[config.mk]
export PLATFORM = sky130hd
export DESIGN_NAME = ctrl_pipe_param
export DESIGN_NICKNAME = d
export VERILOG_FILES = /design/src/rtl/ctrl_pipe_param.sv
export SDC_FILE = /design/constraint.sdc
export NUM_CORES = 1
export LEC_CHECK = 0
export ABC_AREA = 1
export CORE_UTILIZATION = 47
export CTS_BUF_LIST = sky130_fd_sc_hd__clkbuf_4
export DETAILED_ROUTE_END_ITERATION = 12
export GPL_TIMING_DRIVEN = 0
export PLACE_DENSITY = 0.79
export SYNTH_ARGS = -nofsm -noshare
export SYNTH_HDL_FRONTEND = slang
export SYNTH_SLANG_ARGS = --single-unit
[constraint.sdc]
create_clock -name clk -period 2 [get_ports clk]
set_input_delay 0.4 -clock clk [delete_from_list [all_inputs] [get_ports clk]]
set_output_delay 0.4 -clock clk [all_outputs]
set_load 0.05 [all_outputs]
[src/rtl/ctrl_pipe_param.sv]
// ctrl_pipe_param: valid-tracked D/E/M*/W control pipeline with E stall, flush priority and retire counter
module ctrl_pipe_param #(
  parameter int CTRLW      = 8,
  parameter int RSW        = 3,
  parameter int MEM_STAGES = 1,
  parameter int CNTW       = 32,
  parameter int LOAD_RS    = 1
) (
  input  logic             clk,
  input  logic             reset,
  input  logic             StallE,
  input  logic             FlushE,
  input  logic             ValidD,
  input  logic             RegWriteD,
  input  logic             MemWriteD,
  input  logic [RSW-1:0]   ResultSrcD,
  input  logic [CTRLW-1:0] CtrlD,
  output logic             ValidE,
  output logic [CTRLW-1:0] CtrlE,
  output logic [RSW-1:0]   ResultSrcE,
  output logic             LoadE,
  output logic             RegWriteM,
  output logic             MemWriteM,
  output logic [RSW-1:0]   ResultSrcM,
  output logic             RegWriteW,
  output logic [RSW-1:0]   ResultSrcW,
  output logic             ValidW,
  output logic [CNTW-1:0]  RetireCnt
);
  localparam int L = MEM_STAGES - 1;
  if (MEM_STAGES < 1 || MEM_STAGES > 4) begin : g_bad_mem_stages
    $error("MEM_STAGES must be 1..4");
  end
  logic                  rw_e, mw_e, rw_w;
  logic [MEM_STAGES-1:0] valid_m, rw_m, mw_m;
  logic [RSW-1:0]        rs_m [MEM_STAGES];
  always_ff @(posedge clk) begin
    if (reset) begin
      ValidE     <= 1'b0;
      rw_e       <= 1'b0;
      mw_e       <= 1'b0;
      CtrlE      <= '0;
      ResultSrcE <= '0;
      valid_m    <= '0;
      rw_m       <= '0;
      mw_m       <= '0;
      rs_m       <= '{default: '0};
      ValidW     <= 1'b0;
      rw_w       <= 1'b0;
      ResultSrcW <= '0;
      RetireCnt  <= '0;
    end else begin
      ValidE     <= !FlushE && (StallE ? ValidE : ValidD);
      rw_e       <= !FlushE && (StallE ? rw_e : ValidD && RegWriteD);
      mw_e       <= !FlushE && (StallE ? mw_e : ValidD && MemWriteD);
      CtrlE      <= FlushE ? '0 : StallE ? CtrlE : ValidD ? CtrlD : '0;
      ResultSrcE <= FlushE ? '0 : StallE ? ResultSrcE : ValidD ? ResultSrcD : '0;
      valid_m[0] <= !StallE && ValidE;
      rw_m[0]    <= !StallE && rw_e;
      mw_m[0]    <= !StallE && mw_e;
      rs_m[0]    <= StallE ? '0 : ResultSrcE;
      for (int i = 1; i < MEM_STAGES; i++) begin
        valid_m[i] <= valid_m[i-1];
        rw_m[i]    <= rw_m[i-1];
        mw_m[i]    <= mw_m[i-1];
        rs_m[i]    <= rs_m[i-1];
      end
      ValidW     <= valid_m[L];
      rw_w       <= rw_m[L];
      ResultSrcW <= rs_m[L];
      RetireCnt  <= RetireCnt + CNTW'(ValidW);
    end
  end
  assign LoadE      = ValidE && (ResultSrcE == RSW'(LOAD_RS));
  assign RegWriteM  = valid_m[L] && rw_m[L];
  assign MemWriteM  = valid_m[L] && mw_m[L];
  assign ResultSrcM = rs_m[L];
  assign RegWriteW  = ValidW && rw_w;
endmodule

==> results.toml <==
[floorplanning]
num_io_pins = 73
die-area_um2 = 5800
floorplan.rows = 26
die-width_um = 76.1
core-area_um2 = 5200
die_y_um = 76.1
floorplan.initialDensity = 0.496

[route]
avgRoutedWirePerCell_um = 11.6
route.detailed.drc = 0
antenna_left = 0
vias = 2442
detailedRoute.firstIterationViolations = 182
first_pass_iters = 4
totalWireLength_um = 5960
viasPerCell = 4.75

[clock_network]
cts.sinks = 57
cts_tree = "built"
cts-root-to-sink-buffers = 2
post_cts.repair.setup_buffers = 0
cts.reportedPaths.clkPinSlew_ns = 0.09
ctsHtreeMaxLevel = 3
worst_skew_pair_latency_ns = 0.40
ctsRootBufferMaster = "sky130_fd_sc_hd__clkbuf_4"
postCtsHoldBufs = 0
tritoncts.num_buffers = 9

[status]
run_status = "finished clean"

[power_and_ir_drop]
p_total_uw = 2050
power.leakage_uw = 0.00173
powerDensity_nw_per_um2 = 584
irDropWorstVdd_uv = 356

[finish]
multiInputGateArea_um2 = 1300
antenna-diode-count = 0
design.final.nets = 461
seqCellArea_um2 = 1140
layout-drive-gt1-share = 0.110
design_area_um2 = 3500
postLayoutCoreUtil = 0.673
nFillCells = 480
area_growth_pct = 35.6

[synth]
number_of_distinct_standard_cells_referenced_by_the_synthesized_netlist = 30
yosys.area_share.simple = 0.391
post_synth_fa_ha_maj_area_fraction = 0.0145
syn_std_cell_area_um2 = 2580
synth_sequential_area_ratio = 0.442
synthesis.yosys.warnings = 0
post-synth-top-area-fraction = 0.442
synthesis.area_per_instance_um2 = 7.24
post_synth_mux_area_share = 0
synth-compound-area-share = 0.0814
synthesis.nets = 378
synth_top_family_by_area = "simple AND/OR/NAND/NOR gates"
synth_cells = 357
yosys.area.top_type = "sky130_fd_sc_hd__dfxtp_1"
postSynthRegisterBits = 57
largest_cells_by_area_after_synthesis = "sky130_fd_sc_hd__dfxtp_1 44%, sky130_fd_sc_hd__nand2_1 13%, sky130_fd_sc_hd__nor2_1 11%"
synth-xor-area-share = 0.0102

[grt]
global_route_wire_length_before_repair_um = 10000
number_of_global_route_vias_before_repair = 2248
grt_start_max_net_pins = 11
grt_antenna_before_repair = 0
globalRouteTotalUtil = 0.221
global_route.overflow_total = 0

[timing]
max_freq_mhz = 518
fin_tns_setup_ns = 0
period_minus_slack_ns = 1.93
worst_slew_margin_rel = 0.646
min_period_over_period = 0.965
setup_viol = 0
tightest_slew_ns = 0.530
final.setup_skew_ns = 0.0123
grt_setup_unrepaired = "no"
report.final.slew_viol_count = 0
hold_ws_ns = 0.420
timing_hold_violations_final = 0

[critical_path]
crit_buf_inv = 1
arrival_ns = 1.53
critPathKind = "reg -> out"
critical_path_end_type = "output pin"
worstPathMaxFanout = 2
timing.critical_path.max_delay_family = "buffers and inverters"
cpPeakStageDelay_ns = 0.80
crit_path_top_delay_cell = "sky130_fd_sc_hd__clkdlybuf4s50_1"
cp.required_ns = 1.60
worstSetupStartpointType = "register"
critical_path_cell_by_cell = "clkdlybuf4s50_1"

[flow_run]
max_cap_violations = 0

[placed_design]
io_buffers = 72
place_congestion = 0.866
detailed_place.area_um2 = 3410
dp.final_hpwl_um = 4530

[worst_hold_path]
hp-class = "reg -> reg"
## worst reg2reg max path, cell delays in order, from the launching register on
cell	delay, ns
sky130_fd_sc_hd__dfxtp_1	0.39
sky130_fd_sc_hd__ha_1	0.19
sky130_fd_sc_hd__ha_1	0.18
sky130_fd_sc_hd__nand2_2	0.09
sky130_fd_sc_hd__nor2_2	0.15
sky130_fd_sc_hd__nand2_2	0.12
sky130_fd_sc_hd__nor2_8	0.18
sky130_fd_sc_hd__nand3_1	0.10
sky130_fd_sc_hd__nand2_1	0.08
sky130_fd_sc_hd__nor2_1	0.04
## flip-flops by register name (all words and copies together), names as in the netlist
name and cells:
CtrlE 8, ResultSrcE 3, ResultSrcM 3, ResultSrcW 3, RetireCnt 32, ValidE 1, ValidW 1, mw_e 1
mw_m 1, rw_e 1, rw_m 1, rw_w 1, valid_m 1
## cell type report
| type | instances | area share |
|---|---|---|
| plain buffers | 9 | 0.0111 |
| clock buffers | 10 | 0.0214 |
| clock inverters | 5 | 0.0136 |
| inverters | 32 | 0.0343 |
| multi-input cells | 259 | 0.371 |
| flip-flops and latches | 57 | 0.326 |
| well taps | 70 | 0.0250 |
| repair buffers | 72 | 0.199 |
## synth_stat cells (all sizes together)
cell type,number
ha,3
nor4,1
dfxtp,57
buf,5
xor2,3
nand4,1
o21a,2
a21o,1
nand2,96
clkbuf,4
and2,3
and3,1
nor3,1
nand3,16
a21oi,31
or2,4
a22oi,2
nand3b,1
inv,32
nor2,91
o21ai,2
## stage by stage
step	setup WS (ns)	std cells
3_5_place_dp	0.0952	499
4_1_cts	0.00415	514
6_report	0.0690	514
3_3_place_gp	0.136	499
2_1_floorplan	0.0898	357
5_1_grt	0.00511	514
## routing by layer
metal | GRT usage | vias up | wire length, um
li1 | - | 1275 | -
met3 | 0.0778 | 7 | 480
met5 | 0 | - | 0
met2 | 0.364 | 73 | 2850
met4 | 0.110 | 0 | 53
met1 | 0.255 | 1087 | 2580
## repair_timing
action | 4_1_cts | 5_1_grt
endpoints found under the hold margin | 0 | 0
resized for setup | 42 | 9
cloned | 0 | 0
pin swaps | 0 | 0
setup endpoints to repair | 40 | 9
## placed cells by master, fill, tap and decap left out, types with 3 or more instances in the layout
cell type / n
sky130_fd_sc_hd__nand2_1: 87
sky130_fd_sc_hd__nor2_1: 75
sky130_fd_sc_hd__dfxtp_1: 57
sky130_fd_sc_hd__dlygate4sd2_1: 39
sky130_fd_sc_hd__inv_1: 31
sky130_fd_sc_hd__a21oi_1: 29
sky130_fd_sc_hd__clkdlybuf4s50_1: 23
sky130_fd_sc_hd__nand3_1: 16
sky130_fd_sc_hd__clkbuf_4: 10
sky130_fd_sc_hd__dlymetal6s2s_1: 9
sky130_fd_sc_hd__nand2_2: 7
sky130_fd_sc_hd__nor2_2: 7
sky130_fd_sc_hd__nor2_4: 5
sky130_fd_sc_hd__buf_2: 4
sky130_fd_sc_hd__clkbuf_1: 4
sky130_fd_sc_hd__nor2_8: 4
sky130_fd_sc_hd__and2_1: 3
sky130_fd_sc_hd__xor2_1: 3
sky130_fd_sc_hd__ha_1: 3
## cells by family after synthesis
| group | after synthesis |
|---|---|
| xor gates and xnor gates | 3 |
| AOI/OAI and AO/OA | 38 |
| and+or+nand+nor | 215 |
| adders and majority gates | 3 |
| DFF | 57 |
| buffers and inverters | 41 |
## worst paths after layout
kind                       startpoint                  endpoint  slack, ns  depth (start not counted)
min          ResultSrcM[2]$_SDFF_PP0_  ResultSrcW[2]$_SDFF_PP0_       0.42                          2
max reg2reg         ValidW$_SDFF_PP0_  RetireCnt[30]$_SDFF_PP0_       0.39                          9
max             CtrlE[2]$_SDFFE_PP0N_                  CtrlE[2]       0.07                          1
min reg2reg  ResultSrcM[2]$_SDFF_PP0_  ResultSrcW[2]$_SDFF_PP0_       0.42                          2
## power by group
group          total (uW)  switching [uW]  internal [uW]  leakage, uW
combinational         126            70.4           55.6      0.00120
sequential           1150            4.77           1140     0.000460
clock                 776             399            376    0.0000711
total                2050             475           1570      0.00173
Power figures use the tool's default switching activity.
